[src/rtl/conv_out_streamer_if.sv]
// Handshake bundle for conv_out_streamer: frame capture side from the PE array
// and the pixel stream side towards pooling/storage.
interface conv_out_streamer_if #(
  parameter int N     = 10,
  parameter int OUT_W = 2
) ();
  logic                   cap_valid;
  logic                   cap_ready;
  logic [N*N*OUT_W-1:0]   conv_out;
  logic                   m_valid;
  logic                   m_ready;
  logic [OUT_W-1:0]       m_data;
  logic [$clog2(N)-1:0]   m_row;
  logic [$clog2(N)-1:0]   m_col;
  logic                   m_last;

  // Streamer side
  modport slave (
    input  cap_valid, conv_out, m_ready,
    output cap_ready, m_valid, m_data, m_row, m_col, m_last
  );

  // Array / downstream side
  modport master (
    output cap_valid, conv_out, m_ready,
    input  cap_ready, m_valid, m_data, m_row, m_col, m_last
  );
endinterface

[src/rtl/conv_out_streamer.sv]
// conv_out_streamer: captures one N x N result map in a single cycle and
// streams it out row-major, one pixel per beat, with row/col tags and m_last.
// Optional feature macro: CONV_STREAM_DBLBUF_EN adds a pending frame buffer so
// a new frame can be taken while streaming and frames chain with no bubble.
module conv_out_streamer #(
  parameter int N     = 10,
  parameter int OUT_W = 2
) (
  input  logic            clk,
  input  logic            rst_n,
  conv_out_streamer_if.slave bus
);
  localparam int PIX = N * N;
  localparam int FW  = PIX * OUT_W;
  localparam int KW  = $clog2(PIX);
  localparam int RW  = $clog2(N);
  localparam logic [KW-1:0] KLAST = KW'(PIX - 1);
  localparam logic [RW-1:0] CLAST = RW'(N - 1);

  typedef enum logic {IDLE = 1'b0, STREAM = 1'b1} state_t;

  state_t          state_q;
  logic [KW-1:0]   k_q;
  logic [RW-1:0]   row_q;
  logic [RW-1:0]   col_q;
  logic [FW-1:0]   active_q;
`ifdef CONV_STREAM_DBLBUF_EN
  logic [FW-1:0]   pend_q;
  logic            pend_full_q;
`endif

  logic cap_fire;
  logic beat_fire;
  logic last_beat;

  // All outputs decode registered state only; no input-to-output paths.
`ifdef CONV_STREAM_DBLBUF_EN
  assign bus.cap_ready = !pend_full_q;
`else
  assign bus.cap_ready = (state_q == IDLE);
`endif
  assign bus.m_valid = (state_q == STREAM);
  assign bus.m_data  = active_q[k_q*OUT_W +: OUT_W];
  assign bus.m_row   = row_q;
  assign bus.m_col   = col_q;
  assign bus.m_last  = (state_q == STREAM) && (k_q == KLAST);

  assign cap_fire  = bus.cap_valid && bus.cap_ready;
  assign beat_fire = bus.m_valid && bus.m_ready;
  assign last_beat = (k_q == KLAST);

  // Frame capture, pixel index / row / col counters and frame chaining.
  always_ff @(posedge clk or negedge rst_n) begin
    if (!rst_n) begin
      state_q     <= IDLE;
      k_q         <= '0;
      row_q       <= '0;
      col_q       <= '0;
      active_q    <= '0;
`ifdef CONV_STREAM_DBLBUF_EN
      pend_q      <= '0;
      pend_full_q <= 1'b0;
`endif
    end else begin
      case (state_q)
        IDLE: begin
          if (cap_fire) begin
            active_q <= bus.conv_out;
            k_q      <= '0;
            row_q    <= '0;
            col_q    <= '0;
            state_q  <= STREAM;
          end
        end
        STREAM: begin
          if (beat_fire && !last_beat) begin
            k_q <= k_q + 1'b1;
            if (col_q == CLAST) begin
              col_q <= '0;
              row_q <= row_q + 1'b1;
            end else begin
              col_q <= col_q + 1'b1;
            end
          end else if (beat_fire) begin
            k_q   <= '0;
            row_q <= '0;
            col_q <= '0;
`ifdef CONV_STREAM_DBLBUF_EN
            // Held frame goes first; a same-edge capture refills pending.
            if (pend_full_q) begin
              active_q <= pend_q;
              if (cap_fire) pend_q <= bus.conv_out;
              else          pend_full_q <= 1'b0;
            end else if (cap_fire) begin
              active_q <= bus.conv_out;
            end else begin
              state_q <= IDLE;
            end
`else
            state_q <= IDLE;
`endif
          end
`ifdef CONV_STREAM_DBLBUF_EN
          if (cap_fire && !(beat_fire && last_beat)) begin
            pend_q      <= bus.conv_out;
            pend_full_q <= 1'b1;
          end
`endif
        end
      endcase
    end
  end
endmodule

[src/flat_wrapper.sv]
// flat-port wrapper written by rule: the top's interface ports become plain ports
module conv_out_streamer_flat 
#(
  parameter int N     = 10,
  parameter int OUT_W = 2
)
  (clk, rst_n, bus_cap_valid, bus_conv_out, bus_m_ready, bus_cap_ready, bus_m_valid, bus_m_data, bus_m_row, bus_m_col, bus_m_last);
  conv_out_streamer_if #(.N(N), .OUT_W(OUT_W)) bus_i ();
  input  logic clk;
  input  logic rst_n;
  input wire logic [$bits(bus_i.cap_valid)-1:0] bus_cap_valid;
  input wire logic [$bits(bus_i.conv_out)-1:0] bus_conv_out;
  input wire logic [$bits(bus_i.m_ready)-1:0] bus_m_ready;
  output wire logic [$bits(bus_i.cap_ready)-1:0] bus_cap_ready;
  output wire logic [$bits(bus_i.m_valid)-1:0] bus_m_valid;
  output wire logic [$bits(bus_i.m_data)-1:0] bus_m_data;
  output wire logic [$bits(bus_i.m_row)-1:0] bus_m_row;
  output wire logic [$bits(bus_i.m_col)-1:0] bus_m_col;
  output wire logic [$bits(bus_i.m_last)-1:0] bus_m_last;
  assign bus_i.cap_valid = bus_cap_valid;
  assign bus_i.conv_out = bus_conv_out;
  assign bus_i.m_ready = bus_m_ready;
  assign bus_cap_ready = bus_i.cap_ready;
  assign bus_m_valid = bus_i.m_valid;
  assign bus_m_data = bus_i.m_data;
  assign bus_m_row = bus_i.m_row;
  assign bus_m_col = bus_i.m_col;
  assign bus_m_last = bus_i.m_last;
  conv_out_streamer #(.N(N), .OUT_W(OUT_W)) u_core (.clk(clk), .rst_n(rst_n), .bus(bus_i));
endmodule
[config.mk]
export PLATFORM = sky130hd
export DESIGN_NAME = conv_out_streamer_flat
export DESIGN_NICKNAME = d
export VERILOG_FILES = /design/src/rtl/conv_out_streamer_if.sv /design/src/rtl/conv_out_streamer.sv /design/src/flat_wrapper.sv
export SDC_FILE = /design/constraint.sdc
export NUM_CORES = 1
export LEC_CHECK = 0
export CORE_MARGIN = 4
export CORE_UTILIZATION = 51
export DETAILED_ROUTE_END_ITERATION = 8
export HOLD_SLACK_MARGIN = 0.12
export PLACE_DENSITY_LB_ADDON = 0.3
export SKIP_CTS_REPAIR_TIMING = 1
export SKIP_LAST_GASP = 1
export SLEW_MARGIN = 20
export SYNTH_ARGS = -nofsm -noshare
export SYNTH_HDL_FRONTEND = slang
export SYNTH_SLANG_ARGS = --single-unit
[constraint.sdc]
create_clock -name clk -period 2.9 [get_ports clk]
set_clock_uncertainty 0.1 [all_clocks]
set_input_delay 0.435 -clock clk [delete_from_list [all_inputs] [get_ports clk]]
set_output_delay 0.435 -clock clk [all_outputs]
set_load 0.01 [all_outputs]
Word-level counts from Yosys, hierarchy flattened

Index checks and enable logic that the tools add are counted.

Add/sub/neg operators: 3
Equality and inequality tests: 5
Shift operators: 1
Multiplexer cells: 16
Bitwise gates (word level): 1
Reductions and logical operators: 8

Operators by type and width:

| operator              | number |
|---|---|
| $shiftx A200 B9 Y2    | 1 |
| $mux W4               | 6 |
| $mux W7               | 3 |
| $pmux W4 S2           | 2 |
| $pmux W7 S2           | 1 |
| $add A4 B1 Y4 const B | 2 |
| $add A7 B1 Y7 const B | 1 |
| $eq A7 B7 Y1 const B  | 1 |
| $ne A3 B3 Y1 const B  | 2 |
| $eq A4 B4 Y1 const B  | 1 |
| $logic_and A1 B1 Y1   | 4 |
| $reduce_and A2 Y1     | 2 |
| $mux W1               | 3 |
| $reduce_and A3 Y1     | 1 |
| $ne A2 B2 Y1 const B  | 1 |
| $pmux W1 S2           | 1 |
| $logic_not A1 Y1      | 1 |
| $not A1 Y1            | 1 |

Bits in registers: 216
Bits of input ports: 204
Output and inout bits: 13

Depth between registers and ports, before layout

Gate-level depths: netlist of the first run.

Depth after elaboration: 5
Mapped depth: 8

Least setup slack after synthesis of the first run

Ideal clock, no wire load.

Path kind: reg2out
Start: reg u_core.k_q[0]
End: out bus_m_data[0]
Arrival time: 1.869 ns
Required time: 2.365 ns
Slack: 0.496 ns
Stages on the path, launching flop included: 9
Buffers on the path: 3
Path through: dfrtp_1 > buf_6 > buf_12 > buf_12 > mux4_2 > nand3_1 > a31oi_1 > a21oi_1 > nor4_1

Cells in the longest elaborated chain, start to end: 1

Ends and longest elaborated chain:

| item                   | RTL line                | text |
|---|---|---|
| start, declared        | conv_out_streamer.sv:23 | `logic [KW-1:0] k_q;` |
| start signal, assigned | conv_out_streamer.sv:77 | `k_q <= k_q + 1'b1;` |
| $shiftx A200 B9 Y2     | conv_out_streamer.sv:43 | `assign bus.m_data = active_q[k_q*OUT_W +: OUT_W];` |
| end, declared          | flat_wrapper.sv:16      | `output wire logic [$bits(bus_i.m_data)-1:0] bus_m_data;` |

Every way passes these cells.

Final worst setup path of the first run

Start: reg u_core.k_q[0]
End: out bus_m_data[1]

The elaborated chain is that of the path after synthesis.

==> results of run 1 <==
==> placed cells by master, fill, tap and decap left out, types with 4 or more instances in the layout <==
cell type                         instances
sky130_fd_sc_hd__clkbuf_8                 7
sky130_fd_sc_hd__clkinv_2                 4
sky130_fd_sc_hd__clkdlybuf4s50_1        213
sky130_fd_sc_hd__o21ai_0                  7
sky130_fd_sc_hd__mux2i_1                 13
sky130_fd_sc_hd__nand4_1                  4
sky130_fd_sc_hd__nand2_1                 15
sky130_fd_sc_hd__nor2_1                  17
sky130_fd_sc_hd__a22oi_1                  5
sky130_fd_sc_hd__nand3_1                  5
sky130_fd_sc_hd__dfrtp_1                214
sky130_fd_sc_hd__xor2_1                   5
sky130_fd_sc_hd__ha_1                     4
sky130_fd_sc_hd__clkbuf_16               24
sky130_fd_sc_hd__buf_12                  10
sky130_fd_sc_hd__mux2_2                 202
sky130_fd_sc_hd__mux4_2                  41
sky130_fd_sc_hd__mux4_1                   7
sky130_fd_sc_hd__buf_4                   51
==> worst max-delay path by stage <==
stage                          to  depth (start not counted)
finish              bus_m_data[1]                          7
detailed placement  bus_m_data[1]                          8
floorplan           bus_m_data[0]                          8
CTS                 bus_m_data[1]                          8
global placement    bus_m_data[1]                          8
global route        bus_m_data[1]                          8
==> layout make-up <==
cell class | count | area, µm² | area share, %
sequential | 216 | 5410 | 39.8
multi-input combinational | 373 | 4270 | 31.4
timing repair buffer | 281 | 2800 | 20.6
clock buffer | 32 | 669 | 4.92
tap | 260 | 325 | 2.39
clock inverter | 8 | 118 | 0.864
inverter | 3 | 11.3 | 0.0828
antenna | 1 | 2.50 | 0.0184
==> kinds of logic (layout without fill, tap and decap cells) <==
group	count (synthesis)	count (layout)	share of synthesized area (%)
AOI/OAI and AO/OA	39	39	2.89
xor gates and xnor gates	7	7	0.621
adders and majority gates	4	4	0.507
buffers and inverters	45	324	2.59
DFF	216	216	54.8
muxes	263	263	35.6
other	0	1	0
and+or+nand+nor	60	60	3.04
==> routing by layer <==
layer | vias to the layer above | track usage, %
met2 | 206 | 39.4
li1 | 2919 | -
met4 | 0 | 4.94
met5 | - | 0
met3 | 30 | 3.49
met1 | 3405 | 31.3
==> power by group through the flow <==
stage | combinational (W) | sequential (W) | clock (W)
global route | 0.00279 | 0.00376 | 0.00320
finish | 0.00261 | 0.00372 | 0.00301
global placement | 0.00246 | 0.00373 | 0
floorplan | 0.00137 | 0.00365 | 0
CTS | 0.00255 | 0.00371 | 0.00306
detailed placement | 0.00253 | 0.00376 | 0
==> sequential cells by signal, summed over array words and instances, names as in the netlist <==
signal and cells:
u_core.k_q 7, u_core.bus.m_row 4, u_core.bus.m_valid 1, u_core.active_q 200, u_core.bus.m_col 4
==> per-stage QoR <==
step	hold slack [ps]	power [W]	util (%)
2_1_floorplan	39.4	0.00502	-
3_3_place_gp	382	0.00619	67.1
3_5_place_dp	393	0.00629	67.1
4_1_cts	-101	0.00932	71.3
5_1_grt	412	0.00975	72.0
6_report	404	0.00934	72.0
==> worst reg2reg max path, delay by kind of cell, from the launching register on <==
family,cells,cell delay (ps)
AND/OR/NAND/NOR,3,780
AO/OA/AOI/OAI,1,170
flip-flops,1,540
adder cells (fa/ha/maj),1,250
buffers and inverters,2,360
==> results.json, run 1 <==
{
  "core_region_area_um2": 18900,
  "max_stage_delay_ps": 560,
  "routabilityCongestion": 0.820,
  "detailroute.wirelength.met2_mm": 13.1,
  "postLayoutCellArea_um2": 13600,
  "ctsHtreeMaxLevel": 1,
  "final.setup.worst_slack_ps": -330,
  "synth.area.top_cells": "sky130_fd_sc_hd__dfrtp_1 55%, sky130_fd_sc_hd__mux2_2 23%, sky130_fd_sc_hd__mux4_2 9.4%",
  "routed-wl-met3_mm": 1.32,
  "timing.critical_path.buf_inv": 3,
  "ys_seq_area_share_pct": 54.8,
  "relative_contribution_of_combinational_cells_to_total_power_pct": 28.0,
  "cts_buf_count": 23,
  "antenna_found_initial": 1,
  "asyncSetResetFlopFracSynth_pct": 100,
  "routed_wire_length_per_instance_um": 21.5,
  "drt_pre_antenna_iters": 5,
  "wirelength_mm": 25.3,
  "dpl.hpwl_mm": 18.9,
  "final_hold_viol_count": 0,
  "synth_top_area_share_pct": 54.8,
  "grt_max_degree": 86,
  "drc_violations_left": 0,
  "setup-violations-final": 3,
  "drt_first_iter_violations": 372,
  "fin_nets": 1106,
  "maxUsedRoutingLayer": "met4",
  "maxCapViolations": 0,
  "outcome": "complete, but fails checks",
  "antenna_violating_nets_post_route": 0,
  "place.detailed.instances": 1124,
  "rrSetupSlack_ps": 620,
  "clock_tree.buffer_depth": 3,
  "syn_to_final_growth_pct": 37.9,
  "tritoncts_clock_tree": "yes",
  "worst_slew_pin_slew_ps": 711,
  "path_delay_family": "multiplexers",
  "r2r_cells": 7,
  "yosys.area.top_type": "sky130_fd_sc_hd__dfrtp_1",
  "via_cell_ratio": 5.59,
  "synth_area_um2": 9870,
  "dieHeight_um": 147,
  "post_synth_edffs": 0,
  "cp_slowest_cell": "sky130_fd_sc_hd__mux4_1",
  "static-leakage-power_nw": 5.80,
  "buffer_ports.inserted": 216,
  "floorplan.io_pins": 217,
  "post_syn_instances": 634,
  "power.switching_fraction_pct": 27.2,
  "holdCritPathClass": "reg2reg",
  "finalCriticalPeriod_ps": 3230,
  "seq_power_share_pct": 39.8,
  "failed_checks": "negative setup slack",
  "total_number_of_vias": 6560,
  "clock.fmax_mhz": 310,
  "post_route_non_filler_standard_cell_count": 1174,
  "worst_ep_arrival_ps": 2700,
  "clockPowerShare_pct": 32.2,
  "internal_power_w": 0.00680,
  "clkTransAtPathRegs_ps": 60,
  "critical_path_required_ps": 2370,
  "setup.worst_path.start_class": "flip-flop",
  "synth.ff_latch_count": 216,
  "fill_count": 1224,
  "wirelength_met1_mm": 10.4,
  "post_synth.cell_area_avg_um2": 15.6,
  "die-width_um": 147,
  "hold_end": "u_core.active_q[190]$_DFFE_PN0P_",
  "critical_path_class": "reg2out",
  "grt-ovfl-total": 0,
  "hold_start": "u_core.active_q[190]$_DFFE_PN0P_",
  "cp_max_fo": 6,
  "synth.net_count": 842,
  "synth.top_cells.by_count": "216 x sky130_fd_sc_hd__dfrtp_1, 202 x sky130_fd_sc_hd__mux2_2, 41 x sky130_fd_sc_hd__mux4_2, 23 x sky130_fd_sc_hd__clkbuf_1, 18 x sky130_fd_sc_hd__nor2_1",
  "r2r_end": "u_core.bus.m_col[3]$_DFFE_PN0P_",
  "track_usage_pct": 22.9,
  "cts.sink_count": 216,
  "design.die.area_um2": 21600,
  "timing.hold.worst_path_depth": 1,
  "rsz0062_at_grt": "true",
  "grt_pass1_vias": 7230,
  "clock-root-buffer": "sky130_fd_sc_hd__clkbuf_16",
  "crit_chain": "buf_12 > mux4_1 > mux4_2 > nor2_4 > a2111oi_4 > buf_4 > clkbuf_2",
  "effective_utilization_at_floorplan_pct": 52.2,
  "rr_startpoint": "u_core.k_q[0]$_DFFE_PN0P_",
  "first_pass_grt_wire_length_mm": 39.2,
  "synthDistinctLibCells": 47,
  "worst_ir_drop_vdd_v": 0.000436,
  "critical_path.startpoint": "u_core.k_q[0]$_DFFE_PN0P_",
  "placed_area_um2": 12700,
  "timing.final.max_slew_violations": 0,
  "yosysWarningCount": 0,
  "clock_insertion_delay_worst_skew_ps": 500,
  "place_ws_ps": -237,
  "final_min_period_over_clock_period_pct": 111,
  "max_slew_headroom_at_the_worst_pin_pct": 52.6,
  "row_count": 50,
  "total_switching_power_w": 0.00255,
  "layout-drive-gt1-share_pct": 39.3,
  "synthMostInstantiatedCell": "sky130_fd_sc_hd__dfrtp_1",
  "setup-tns-final_ps": -799,
  "power_density_nw_per_um2": 687,
  "synth_ff_type": "sky130_fd_sc_hd__dfrtp_1",
  "worstSetupEndpointType": "output port"
}
Power figures use the tool's default switching activity.
==> run 2, diff against run 1 <==
CORE_ASPECT_RATIO = 0.9   (was unset)
CORE_UTILIZATION = 50   (was 51)
PLACE_DENSITY = 0.79   (was unset)
PLACE_DENSITY_LB_ADDON = unset   (was 0.3)
==> results.json, run 2 (synthesized netlist as in run 1, its figures left out) <==
{
  "outcome": "complete, but fails checks",
  "failed_checks": "negative setup slack",
  "busiest_layer": "met2",
  "die-width_um": 156,
  "crit_chain": "clkbuf_16 > mux4_2 > a22oi_1 > a211o_1 > a2111oi_4 > buf_4",
  "critical_path_required_ps": 2370,
  "effective_utilization_at_floorplan_pct": 51.2,
  "clock.fmax_mhz": 311,
  "holdCritPathClass": "in2async",
  "static-leakage-power_nw": 5.74,
  "clockPowerShare_pct": 30.1,
  "drt_first_iter_violations": 351,
  "relative_contribution_of_combinational_cells_to_total_power_pct": 29.1,
  "r2r_cells": 7,
  "cp_slowest_cell": "sky130_fd_sc_hd__dfrtp_4",
  "via_cell_ratio": 5.63,
  "row_count": 48,
  "critical_path_class": "reg2out",
  "internal_power_w": 0.00659,
  "worst_ep_arrival_ps": 2680,
  "fin_util_pct": 70.2,
  "regMostFlops": "u_core.active_q",
  "finalCriticalPeriod_ps": 3210,
  "total_number_of_vias": 6502,
  "antenna_found_initial": 0,
  "dpl.hpwl_mm": 18.4,
  "timing.final.max_slew_violations": 0,
  "design.die.area_um2": 22100,
  "floorplan.io_pins": 217,
  "fill_count": 1263,
  "postLayoutCellArea_um2": 13500,
  "globalRouteMet1Util_pct": 31.6,
  "max_stage_delay_ps": 580,
  "ctsHtreeMaxLevel": 1,
  "core_region_area_um2": 19300,
  "grt_max_degree": 74,
  "worst_ir_drop_vdd_v": 0.000481,
  "timing.critical_path.buf_inv": 2,
  "clock-root-buffer": "sky130_fd_sc_hd__clkbuf_16",
  "cts_buf_count": 23,
  "final.setup.worst_slack_ps": -312,
  "layout_commonest_cell": "sky130_fd_sc_hd__dfrtp_1",
  "fin_nets": 1101,
  "track_usage_pct": 22.5,
  "layout-drive-gt1-share_pct": 39.3,
  "first_pass_grt_wire_length_mm": 39.1,
  "final_hold_viol_count": 0,
  "setup-violations-final": 2,
  "worstSetupEndpointType": "output port",
  "setup-tns-final_ps": -612,
  "power_density_nw_per_um2": 676,
  "reg_top3": "u_core.active_q x200, u_core.k_q x7",
  "antennaDiodeCount": 0,
  "path_delay_family": "compound AO/OA/AOI/OAI gates",
  "total_switching_power_w": 0.00256,
  "r2r_end": "u_core.bus.m_row[2]$_DFFE_PN0P_",
  "tritoncts_clock_tree": "yes",
  "clock_insertion_delay_worst_skew_ps": 500,
  "grt_pass1_vias": 7207,
  "most-common-layout-cells": "213 x sky130_fd_sc_hd__dfrtp_1, 212 x sky130_fd_sc_hd__clkdlybuf4s50_1, 202 x sky130_fd_sc_hd__mux2_2, 44 x sky130_fd_sc_hd__buf_4, 43 x sky130_fd_sc_hd__mux4_2",
  "rr_startpoint": "u_core.k_q[0]$_DFFE_PN0P_",
  "buffer_ports.inserted": 216,
  "antenna_violating_nets_post_route": 0,
  "rrSetupSlack_ps": 730,
  "routabilityCongestion": 0.844,
  "placed_area_um2": 12600,
  "routed_wire_length_per_instance_um": 22.0,
  "power.switching_fraction_pct": 28.0,
  "p_total_w": 0.00916,
  "setup.worst_path.start_class": "flip-flop",
  "cts.sink_count": 216,
  "dieHeight_um": 141,
  "global_route.usage.met2_pct": 36.8,
  "syn_to_final_growth_pct": 37.2,
  "worst_slew_pin_slew_ps": 549,
  "seq_power_share_pct": 40.9,
  "drt_pre_antenna_iters": 4,
  "clkTransAtPathRegs_ps": 60,
  "drc_violations_left": 0,
  "rsz0062_at_grt": "true",
  "maxCapViolations": 0,
  "flip_flop_count_of_the_largest_register_all_copies_and_words_added": 200,
  "wirelength_mm": 25.4,
  "cp_max_fo": 10,
  "grt-ovfl-total": 0,
  "clock_tree.buffer_depth": 3,
  "max_slew_headroom_at_the_worst_pin_pct": 63.4,
  "final_min_period_over_clock_period_pct": 111,
  "use_met3_pct": 4.21
}
run 2: cell types whose count changed in the layout (fill, tap and decap cells not counted), sizes merged:
cell / previous run / this run
clkdlybuf4s50: 213 / 212
clkinv: 4 / 0
bufinv: 3 / 1
clkbuf: 35 / 37
buf: 63 / 59
diode: 1 / 0
run 2: layout make-up:
class	count	area, µm²	share of cell area, %
Clock buffer	34	657	4.85
Clock inverter	2	37.5	0.277
Inverter	3	11.3	0.0832
Multi-Input combinational cell	373	4300	31.7
Sequential cell	216	5410	40.0
Tap cell	250	313	2.31
Timing Repair Buffer	276	2810	20.8
run 2: per-layer routing:
metal | routed length, µm | share of wire [%]
met1 | 11000 | 43
met2 | 12300 | 48
met3 | 1460 | 5.8
met4 | 646 | 2.5
met5 | 0 | 0
run 2: power by group through the flow:
| stage | Combinational [W] | Sequential (W) | Clock [W] |
|---|---|---|---|
| 2_1_floorplan | 0.00137 | 0.00365 | 0 |
| 3_3_place_gp | 0.00243 | 0.00375 | 0 |
| 3_5_place_dp | 0.00248 | 0.00377 | 0 |
| 4_1_cts | 0.00250 | 0.00373 | 0.00280 |
| 5_1_grt | 0.00285 | 0.00379 | 0.00293 |
| 6_report | 0.00266 | 0.00374 | 0.00275 |
run 2: worst max-delay path by stage:
stage          slack, ps       endpoint                 startpoint  cells past startpoint
2_1_floorplan        500  bus_m_data[0]  u_core.k_q[0]$_DFFE_PN0P_                      8
3_3_place_gp        -240  bus_m_data[1]  u_core.k_q[0]$_DFFE_PN0P_                      8
3_5_place_dp        -220  bus_m_data[1]  u_core.k_q[0]$_DFFE_PN0P_                      8
4_1_cts             -750  bus_m_data[1]  u_core.k_q[0]$_DFFE_PN0P_                      8
5_1_grt             -350  bus_m_data[0]  u_core.k_q[0]$_DFFE_PN0P_                      7
6_report            -310  bus_m_data[1]  u_core.k_q[0]$_DFFE_PN0P_                      6
run 2: metrics by stage:
step,worst slack (ps),hold WS (ps),instances
CTS,-751,-165,1139
finish,-312,393,1154
global placement,-244,346,1103
detailed placement,-220,359,1103
floorplan,496,39.4,634
global route,-353,417,1154
==> run 3, diff against run 2 <==
MAX_ROUTING_LAYER = met4   (was unset)
clock period = 3.1 ns   (was 2.9 ns; I/O delays follow)
==> results.json, run 3 (synthesized netlist as in run 1, its figures left out) <==
{
  "outcome": "complete, but fails checks",
  "failed_checks": "negative setup slack",
  "drc_violations_left": 0,
  "antennaDiodeCount": 0,
  "final.setup.worst_slack_ps": -135,
  "fin_util_pct": 69.0,
  "worst_slew_pin_slew_ps": 516,
  "antenna_found_initial": 0,
  "track_usage_pct": 22.2,
  "fin_nets": 1078,
  "multi_input_gate_area_um2": 4270,
  "drt_pre_antenna_iters": 5,
  "drt_first_iter_violations": 386,
  "most-common-layout-cells": "213 x sky130_fd_sc_hd__clkdlybuf4s50_1, 212 x sky130_fd_sc_hd__dfrtp_1, 202 x sky130_fd_sc_hd__mux2_2, 44 x sky130_fd_sc_hd__mux4_2",
  "clock-root-buffer": "sky130_fd_sc_hd__clkbuf_16",
  "static-leakage-power_nw": 5.59,
  "clkTransAtPathRegs_ps": 60,
  "tritoncts_clock_tree": "yes",
  "routed_wire_length_per_instance_um": 21.4,
  "power_density_nw_per_um2": 632,
  "setup.worst_path.start_class": "flip-flop",
  "dpl.hpwl_mm": 17.7,
  "worstSetupEndpointType": "output port",
  "max_stage_delay_ps": 560,
  "worst_ir_drop_vdd_v": 0.000340,
  "fill_count": 1298,
  "first_pass_grt_wire_length_mm": 37.5,
  "final_hold_viol_count": 0,
  "core_region_area_um2": 19300,
  "antenna_violating_nets_post_route": 0,
  "layout_commonest_cell": "sky130_fd_sc_hd__clkdlybuf4s50_1",
  "finalCriticalPeriod_ps": 3230,
  "finalHoldWorstSlack_ps": 381,
  "cts_buf_count": 23,
  "clock.fmax_mhz": 309,
  "wirelength_mm": 24.3,
  "critical_path_class": "reg2out",
  "ctsHtreeMaxLevel": 1,
  "grt_max_degree": 89,
  "final_min_period_over_clock_period_pct": 104,
  "critical_path_required_ps": 2530,
  "total_number_of_vias": 6386,
  "grt-ovfl-total": 0,
  "holdCritPathClass": "in2async",
  "cp_slowest_cell": "sky130_fd_sc_hd__dfrtp_4",
  "routabilityCongestion": 0.868,
  "regArea_um2": 5410,
  "dieHeight_um": 141,
  "flip_flop_count_of_the_largest_register_all_copies_and_words_added": 200,
  "cp_max_fo": 10,
  "die-width_um": 156,
  "via_cell_ratio": 5.62,
  "regMostFlops": "u_core.active_q",
  "grt_pass1_vias": 7037,
  "crit_chain": "clkbuf_16 > mux4_2 > a22oi_1 > a211o_1 > a2111oi_4 > buf_4",
  "clock_insertion_delay_worst_skew_ps": 500,
  "design.die.area_um2": 22100,
  "max_slew_headroom_at_the_worst_pin_pct": 65.5,
  "clock_tree.buffer_depth": 3,
  "effective_utilization_at_floorplan_pct": 51.2,
  "reg_top3": "u_core.active_q x200, u_core.k_q x7",
  "setup-violations-final": 2,
  "worst_ep_arrival_ps": 2670,
  "layout-drive-gt1-share_pct": 37.9,
  "floorplan.io_pins": 217,
  "rsz0062_at_grt": "true",
  "maxCapViolations": 0,
  "buffer_ports.inserted": 216,
  "cts.sink_count": 216,
  "timing.final.max_slew_violations": 0,
  "row_count": 48,
  "syn_to_final_growth_pct": 34.8
}
[run 3: changes by cell type in the layout (fill, tap and decap cells not counted), moves of 2 or more]
cell	before	now
sky130_fd_sc_hd__buf_12	12	10
sky130_fd_sc_hd__nor2_4	2	0
sky130_fd_sc_hd__clkinv_2	0	2
sky130_fd_sc_hd__clkbuf_1	7	9
sky130_fd_sc_hd__buf_4	44	24
[run 3: final timing paths]
check	start	end	slack [ps]	cells after the start
max in group asynchronous	rst_n	u_core.active_q[119]$_DFFE_PN0P_	1690	3
min	rst_n	u_core.active_q[7]$_DFFE_PN0P_	380	2
min in group clk	u_core.active_q[164]$_DFFE_PN0P_	u_core.active_q[164]$_DFFE_PN0P_	400	1
max reg2reg	u_core.k_q[0]$_DFFE_PN0P_	u_core.bus.m_row[0]$_DFFE_PN0P_	870	7
min reg2reg	u_core.active_q[164]$_DFFE_PN0P_	u_core.active_q[164]$_DFFE_PN0P_	400	1
max	u_core.k_q[0]$_DFFE_PN0P_	bus_m_data[1]	-130	6
[run 3: cell type report]
cell class	instances	share of cell area (%)
well taps	250	2.35
inverters	3	0.0847
flip-flops and latches	216	40.7
repair buffers	253	19.5
clock buffers	36	4.99
clock inverters	5	0.254
multi-input cells	373	32.1
[run 3: per-stage QoR]
stage	area, µm²	std cells	setup slack (ps)	setup TNS (ps)	power, W
2_1_floorplan	9870	634	666	0	0.00470
3_5_place_dp	12400	1085	-99.8	-99.8	0.00577
5_1_grt	13300	1136	-190	-367	0.00876
3_3_place_gp	12400	1085	-86.1	-86.1	0.00569
6_report	13300	1136	-135	-263	0.00840
4_1_cts	13100	1126	-643	-1250	0.00834
[run 3: routing by layer]
layer / GRT usage [%] / vias up / share of wire, %
met5: - / - / 0
met4: 5.53 / 0 / 2.8
met3: 3.35 / 45 / 5.3
met2: 35.2 / 218 / 49
met1: 30.7 / 3285 / 43
li1: - / 2838 / -
[run 3: power breakdown]
group / internal (W) / switching [W]
registers: 0.00320 / 0.000275
clock network: 0.00147 / 0.00108
logic: 0.00134 / 0.00104
[run 3: critical path: cells and delay by family (launching register included)]
family / cells / cell delay, ps
buf+inv: 2 / 410
mux: 1 / 380
compound gates: 3 / 810
flops: 1 / 560
